## src/rtl/akarin_lsu.sv

```systemverilog
// akarin_lsu: load/store unit driving a req/gnt/rvalid data bus for the akarin_riscv core.
// Optional feature macro: AKARIN_LSU_MISALIGN_TRAP_EN (trap misaligned accesses instead of force-aligning).
module akarin_lsu #(
    parameter int ADDR_W = 32,
    parameter int DATA_W = 32
) (
    input  logic              clk,
    input  logic              rst,
    input  logic              ex_valid_i,
    output logic              ex_ready_o,
    input  logic              ex_we_i,
    input  logic [1:0]        ex_size_i,
    input  logic              ex_unsigned_i,
    input  logic [ADDR_W-1:0] ex_addr_i,
    input  logic [31:0]       ex_wdata_i,
    input  logic [4:0]        ex_rd_i,
    output logic              dbus_req_o,
    output logic              dbus_we_o,
    output logic [ADDR_W-1:0] dbus_addr_o,
    output logic [3:0]        dbus_be_o,
    output logic [DATA_W-1:0] dbus_wdata_o,
    input  logic              dbus_gnt_i,
    input  logic              dbus_rvalid_i,
    input  logic [DATA_W-1:0] dbus_rdata_i,
    output logic              wb_valid_o,
    output logic              wb_rf_we_o,
    output logic [4:0]        wb_rd_o,
    output logic [31:0]       wb_data_o,
    output logic              wb_err_o,
    output logic              stall_o
);

`ifdef AKARIN_LSU_MISALIGN_TRAP_EN
    localparam bit TRAP_EN = 1'b1;
`else
    localparam bit TRAP_EN = 1'b0;
`endif

    typedef enum logic [1:0] {
        S_IDLE,
        S_REQ,
        S_WAIT,
        S_RESP
    } state_e;

    state_e            state_q, state_d;
    logic              we_q, we_d;
    logic [1:0]        size_q, size_d;
    logic              uns_q, uns_d;
    logic [ADDR_W-1:0] addr_q, addr_d;
    logic [31:0]       wdata_q, wdata_d;
    logic [4:0]        rd_q, rd_d;
    logic              wb_rf_we_q, wb_rf_we_d;
    logic [4:0]        wb_rd_q, wb_rd_d;
    logic [31:0]       wb_data_q, wb_data_d;
    logic              wb_err_q, wb_err_d;

    logic              ex_misaligned;
    logic [ADDR_W-1:0] ex_addr_aligned;
    logic [3:0]        be;
    logic [31:0]       wdata_lanes;
    logic [31:0]       rdata_shifted;
    logic [31:0]       load_ext;
    logic              in_req;

    // Misalignment and natural alignment of the incoming effective address.
    always_comb begin
        ex_misaligned   = 1'b0;
        ex_addr_aligned = ex_addr_i;
        unique case (ex_size_i)
            2'b00: ;
            2'b01: begin
                ex_misaligned   = ex_addr_i[0];
                ex_addr_aligned = {ex_addr_i[ADDR_W-1:1], 1'b0};
            end
            default: begin
                ex_misaligned   = (ex_addr_i[1:0] != 2'b00);
                ex_addr_aligned = {ex_addr_i[ADDR_W-1:2], 2'b00};
            end
        endcase
    end

    // Byte enables, lane-replicated store data and load extraction from the captured request.
    always_comb begin
        be            = 4'b1111;
        wdata_lanes   = wdata_q;
        rdata_shifted = dbus_rdata_i >> {addr_q[1:0], 3'b000};
        load_ext      = rdata_shifted;
        unique case (size_q)
            2'b00: begin
                be          = 4'b0001 << addr_q[1:0];
                wdata_lanes = {4{wdata_q[7:0]}};
                load_ext    = uns_q ? {24'h0, rdata_shifted[7:0]}
                                    : {{24{rdata_shifted[7]}}, rdata_shifted[7:0]};
            end
            2'b01: begin
                be          = 4'b0011 << {addr_q[1], 1'b0};
                wdata_lanes = {2{wdata_q[15:0]}};
                load_ext    = uns_q ? {16'h0, rdata_shifted[15:0]}
                                    : {{16{rdata_shifted[15]}}, rdata_shifted[15:0]};
            end
            default: ;
        endcase
    end

    // NOTE: every signal written here gets a default first so no path leaves it unassigned (no latches).
    always_comb begin
        state_d    = state_q;
        we_d       = we_q;
        size_d     = size_q;
        uns_d      = uns_q;
        addr_d     = addr_q;
        wdata_d    = wdata_q;
        rd_d       = rd_q;
        wb_rf_we_d = wb_rf_we_q;
        wb_rd_d    = wb_rd_q;
        wb_data_d  = wb_data_q;
        wb_err_d   = wb_err_q;

        unique case (state_q)
            S_IDLE: begin
                if (ex_valid_i) begin
                    we_d    = ex_we_i;
                    size_d  = ex_size_i;
                    uns_d   = ex_unsigned_i;
                    addr_d  = ex_addr_aligned;
                    wdata_d = ex_wdata_i;
                    rd_d    = ex_rd_i;
                    if (TRAP_EN && ex_misaligned) begin
                        state_d    = S_RESP;
                        wb_rf_we_d = 1'b0;
                        wb_rd_d    = ex_rd_i;
                        wb_data_d  = 32'h0;
                        wb_err_d   = 1'b1;
                    end else begin
                        state_d = S_REQ;
                    end
                end
            end
            S_REQ: begin
                if (dbus_gnt_i) begin
                    state_d = S_WAIT;
                end
            end
            S_WAIT: begin
                if (dbus_rvalid_i) begin
                    state_d    = S_RESP;
                    wb_rf_we_d = ~we_q;
                    wb_rd_d    = rd_q;
                    wb_data_d  = we_q ? 32'h0 : load_ext;
                    wb_err_d   = 1'b0;
                end
            end
            S_RESP: begin
                state_d = S_IDLE;
            end
            default: begin
                state_d = S_IDLE;
            end
        endcase
    end

    // NOTE: sequential state uses non-blocking assignments so every flop samples pre-edge values.
    always_ff @(posedge clk or negedge rst) begin
        if (!rst) begin
            state_q    <= S_IDLE;
            we_q       <= 1'b0;
            size_q     <= 2'b00;
            uns_q      <= 1'b0;
            addr_q     <= '0;
            wdata_q    <= 32'h0;
            rd_q       <= 5'h0;
            wb_rf_we_q <= 1'b0;
            wb_rd_q    <= 5'h0;
            wb_data_q  <= 32'h0;
            wb_err_q   <= 1'b0;
        end else begin
            state_q    <= state_d;
            we_q       <= we_d;
            size_q     <= size_d;
            uns_q      <= uns_d;
            addr_q     <= addr_d;
            wdata_q    <= wdata_d;
            rd_q       <= rd_d;
            wb_rf_we_q <= wb_rf_we_d;
            wb_rd_q    <= wb_rd_d;
            wb_data_q  <= wb_data_d;
            wb_err_q   <= wb_err_d;
        end
    end

    // Bus fields are gated by the request so they read as zero outside REQ.
    assign in_req       = (state_q == S_REQ);
    assign dbus_req_o   = in_req;
    assign dbus_we_o    = in_req & we_q;
    assign dbus_addr_o  = in_req ? {addr_q[ADDR_W-1:2], 2'b00} : '0;
    assign dbus_be_o    = in_req ? be : 4'h0;
    assign dbus_wdata_o = in_req ? wdata_lanes : '0;

    assign ex_ready_o = (state_q == S_IDLE);
    assign stall_o    = (state_q != S_IDLE);
    assign wb_valid_o = (state_q == S_RESP);
    assign wb_rf_we_o = wb_rf_we_q;
    assign wb_rd_o    = wb_rd_q;
    assign wb_data_o  = wb_data_q;
    assign wb_err_o   = wb_err_q;

endmodule

```

## config.mk

```make
export PLATFORM = sky130hd
export DESIGN_NAME = akarin_lsu
export DESIGN_NICKNAME = d
export VERILOG_FILES = /design/src/rtl/akarin_lsu.sv
export SDC_FILE = /design/constraint.sdc
export NUM_CORES = 1
export LEC_CHECK = 0
export ABC_AREA = 1
export CORE_MARGIN = 1.5
export CORE_UTILIZATION = 27
export CTS_CLUSTER_SIZE = 8
export DETAILED_ROUTE_END_ITERATION = 8
export DONT_BUFFER_PORTS = 1
export PLACE_DENSITY = 0.53
export SETUP_SLACK_MARGIN = 0.4
export SLEW_MARGIN = 0
export SYNTH_ARGS = -nofsm -noshare
export SYNTH_HDL_FRONTEND = slang
export SYNTH_SLANG_ARGS = --single-unit
```

## constraint.sdc

```tcl
create_clock -name clk -period 1.5 [get_ports clk]
set_clock_uncertainty 0.1 [all_clocks]
set_input_delay 0.225 -clock clk [delete_from_list [all_inputs] [get_ports clk]]
set_output_delay 0.225 -clock clk [all_outputs]
set_load 0.03 [all_outputs]
```

; ---- After elaboration in Yosys (flattened, before gate mapping)
; Index checks and enable logic that the tools add are counted.
; Widths: inputs -> output; s select.
[totals]
ramBits = 0
regBits = 113
mem_bits_ro = 0
mem_count = 0
out_inout_bits = 112
latchBits = 0
[classes]
n_reduce_logical = 7
eq_ne = 8
muxes = 14
magnitude_cmp = 0
n_bitwise = 2
add_sub_neg = 0
shift = 3
n_div = 0
mul = 0
[op_table]
columns = op, count
row1 = $mux 32, 5
row2 = $pmux 32 s2, 2
row3 = $shr 32x5->32, 1
row4 = $pmux 2 s4, 1
row5 = $pmux 4 s2, 1
row6 = $eq 2x1->1 const B, 3
row7 = $logic_not 2->1, 3
row8 = $mux 2, 3
row9 = $ne 2x2->1 const B, 3
row10 = $eq 2x2->1 const B, 2
row11 = $mux 4, 1
row12 = $pmux 2 s2, 1
row13 = $reduce_and 2->1, 2
row14 = $shl 1x2->4 const A, 1
row15 = $shl 2x2->4 const A, 1
row16 = $reduce_and 3->1, 1
row17 = $reduce_bool 2->1, 1
row18 = $and 1x1->1, 1
row19 = $not 1->1, 1

; ---- Logic depth before layout (Yosys ltp)
; Gate-level depths: netlist (run 1).
[logic_depth]
depth_word = 4
mapped_depth = 10
mapped_depth_nobuf = 8

; ---- Least setup slack after synthesis (run 1)
; No wires, ideal clock.
[synth_path]
path_type = register to output
start = reg state_q[1]
end = out dbus_wdata_o[23]
path_stages_with_launch = 7
t_required_ns = 1.175
setup_slack_ns = -0.691
t_arrival_ns = 1.866
cell_sequence = dfrtp_1 inv_1 ha_1 buf_2 clkbuf_1 o21ai_0 nor2_1
[synth_between]
elab_chain_len = 2
[synth_lines]
columns = item, line_no
row1 = "start, declared", 46  ; state_e state_q, state_d;
row2 = "start signal, assigned", 178  ; state_q <= state_d;
row3 = $eq 2x1->1, 193  ; assign in_req = (state_q == S_REQ);
row4 = via dbus_req_o, 17  ; output logic dbus_req_o,
row5 = $mux 32, 198  ; assign dbus_wdata_o = in_req ? wdata_lanes : '0;
row6 = "end, declared", 21  ; output logic [DATA_W-1:0] dbus_wdata_o,
; The timed path passes the listed nets, and every way through them passes these cells.

; ---- Worst setup path after layout (run 1)
[layout_path]
start = reg state_q[0]
end = out stall_o
[layout_between]
elab_chain_len = 1
[layout_lines]
columns = item, line_no
row1 = $reduce_bool 2->1, 201  ; assign stall_o = (state_q != S_IDLE);
row2 = "end, declared", 30  ; output logic stall_o
; No other way between the ends.

==> results by group, run 1 <==
Logic synthesis
  • Yosys top cell by area: dfrtp_1
  • Synth area leaders: dfrtp_1 (49%), nand2_1 (27%), inv_1 (3.4%), o21ai_0 (2.8%), a21oi_1 (2.4%)
  • Yosys reg bits: 113
  • Mean Syn Cell Area: 7.21 sq um
  • Syn. warnings: 0
  • Cell variety after synth: 31
  • Cell count after synthesis: 807
  • Cell Area, Synth: 5820 sq um
  • Top cell type's share of synthesized area: 48.6%
  • Seq/Total Area, Yosys: 48.6%

Setup path
  • CP max FO: 3
  • Required time worst endpoint: 1.17 ns
  • R2R depth: 10
  • Setup CP Type: reg2out
  • Worst Setup Start Kind: flop
  • CP arrival: 1.66 ns
  • Element type at the critical path end: output port

Cells and area
  • Commonest non-fill, non-tap cell in the layout: nand2_1
  • Antenna diodes: 0
  • Area delta synth->final: 81.5%
  • Final nets: 1,106
  • Share of cells above drive strength 1: 38.2%
  • Filler Cell Count: 1,865
  • Final instance area: 10,600 sq um
  • Most frequent cells in the layout: nand2_1 (368), dlygate4sd3_1 (97), dfrtp_1 (74), dfrtp_2 (39), buf_4 (37)

Power
  • Leakage: 5.08 nW
  • Final Power: 0.0254 W
  • PD cells: 2400 nW/um^2
  • Max IR drop VDD: 1130 uV

Min path
  • Hold WC Path Type: in2async

STA
  • RSZ-0062 raised after global routing: true
  • Setup TNS: -57.02 ns
  • Min Tclk post-route: 1.99 ns
  • Worst setup margin: -0.485 ns
  • Final hold vios: 113
  • Period utilization: 132%
  • Slew Viols, Final: 0
  • WHS: -0.596 ns
  • Max Clock Freq: 504 MHz
  • Final setup vio count: 184

Status
  • Status: complete, but fails checks
  • Failing checks: negative hold slack, negative setup slack

Floorplanning
  • Num rows: 53
  • Die Y: 150 um
  • Core ar.: 21,100 sq um
  • Initial core utilization: 27.6%
  • I/O pin cnt: 222
  • Die area: 22,500 sq um
  • Die Width: 150 um

Clock network
  • CTS Buf Count: 17
  • CTS tree: built
  • CTS root buffer: clkbuf_16
  • Clk_lat worst skew: 0.42 ns
  • Worst-path clk slew: 0.06 ns
  • Clk buf depth: 2
  • Cts hold-fix bufs: 97
  • H-tree depth: 4
  • CTS Sinks: 113

GRT
  • Vias in the first global route: 5,951
  • Grt ovf: 0
  • Initial antenna violation count: 0
  • Largest net degree at the start of global routing: 114
  • First-pass GRT wire length: 32.4 mm
  • GRT Resource Usage Total: 18.8%

Routing
  • Post-Route WL: 22.3 mm
  • DRT antenna net count: 0
  • DRC Markers: 0
  • Vias/cell: 4.70
  • Vias: 6,013
  • Wirelength per Cell: 17.4 um
  • DR iter-0 viols: 299
  • Router iterations before antenna repair: 5

Placement
  • HPWL Detailed: 12.5 mm
  • Final Wtd Congestion: 0.816
  • Place WS: -0.128 ns
  • IO buf count: 0
  • Placed Area: 6870 sq um

Job
  • Max-cap viol count: 0
## report_power, final
group          internal (W)  switching, W
Clock               0.00304       0.00153
Sequential          0.00459       0.00245
Combinational       0.00593       0.00787
## final timing paths
check                                  from            end  slack [ns]
setup / recovery                 state_q[0]        stall_o       -0.49
hold / removal                          rst  wb_data_o[11]       -0.60
setup reg to reg                 state_q[0]    wdata_q[13]       -0.41
hold reg to reg                 wdata_q[28]    wdata_q[28]        0.39
max in group asynchronous               rst     state_q[0]        1.74
min in group clk           dbus_rdata_i[19]   wb_data_o[3]        0.03
## through the flow
step	std cells	util [%]	hold WS, ns
2_1_floorplan	809	-	-0.171
3_3_place_gp	1105	32.6	-0.166
3_5_place_dp	1105	32.6	-0.166
4_1_cts	1264	45.7	-0.616
5_1_grt	1280	50.1	-0.618
6_report	1280	50.1	-0.596
## per-layer routing
layer | vias to the layer above | GRT usage [%] | share of wire, % | wire length [um]
met4 | 0 | 6.67 | 2.1 | 458
met5 | - | 0 | 0 | 0
li1 | 2855 | - | - | -
met1 | 2892 | 22.7 | 40 | 9000
met2 | 234 | 31.1 | 50 | 11000
met3 | 32 | 6.07 | 8.0 | 1780
## logic make-up (layout without fill, tap and decap cells)
kind of cell	Yosys count	count (layout)	synth area share, %
AOI/OAI and AO/OA	83	83	7.52
adders and majority gates	4	4	0.860
buffers and inverters	108	304	8.42
DFF	113	113	48.6
other	1	3	0.0644
and+or+nand+nor	498	498	34.6
## state kept, by name, indices dropped and copies added, names as in the netlist
register and cells:
we_q 1, wdata_q 32, wb_rf_we_o 1, uns_q 1
size_q 2, wb_data_o 32, state_q 2, addr_q 32
rd_q 5, wb_rd_o 5
## synthesized netlist by cell type (all sizes together)
cell type	instances
dfrtp	113
a21oi	28
o21ai	39
nor3	2
or2	2
nand2	427
conb	1
o221ai	1
inv	58
clkbuf	26
o22ai	8
nand3	31
a31oi	7
ha	4
nor2	36
buf	24
## repair_timing
action / CTS / global route
resized for setup: 156 / 190
buffers inserted: 19 / 8
pin swaps: 17 / 12
gates cloned: 11 / 8
endpoints found under the hold margin: 202 / 113
setup endpoints to repair: 222 / 222
## critical path: stages, from the launching register on
cell and delay (ns):
dfrtp_1 0.42, buf_4 0.16, buf_6 0.12, inv_4 0.06
buf_4 0.11, ha_4 0.19, inv_4 0.06, buf_6 0.13
## layout make-up
type                       count  area (sq um)  share of cell area, %
inverter                      58           422                   3.99
clock buffer                  19           453                   4.29
sequential                   113          2880                   27.2
multi-input combinational    588          3560                   33.7
timing repair buffer         214          2710                   25.6
tap                          275           344                   3.26
clock inverter                13           206                   1.95
No activity file was read; power rests on OpenSTA's default activity.
==> inputs of run 2 (changes only) <==
--- a/config.mk
+++ b/config.mk
@@ -8,7 +8,6 @@
 export ABC_AREA = 1
 export CORE_MARGIN = 1.5
 export CORE_UTILIZATION = 27
-export CTS_CLUSTER_SIZE = 8
 export DETAILED_ROUTE_END_ITERATION = 8
 export DONT_BUFFER_PORTS = 1
 export PLACE_DENSITY = 0.53
==> results of run 2 <==
The final DEF is identical to that of run 1; final timing and power are the same.
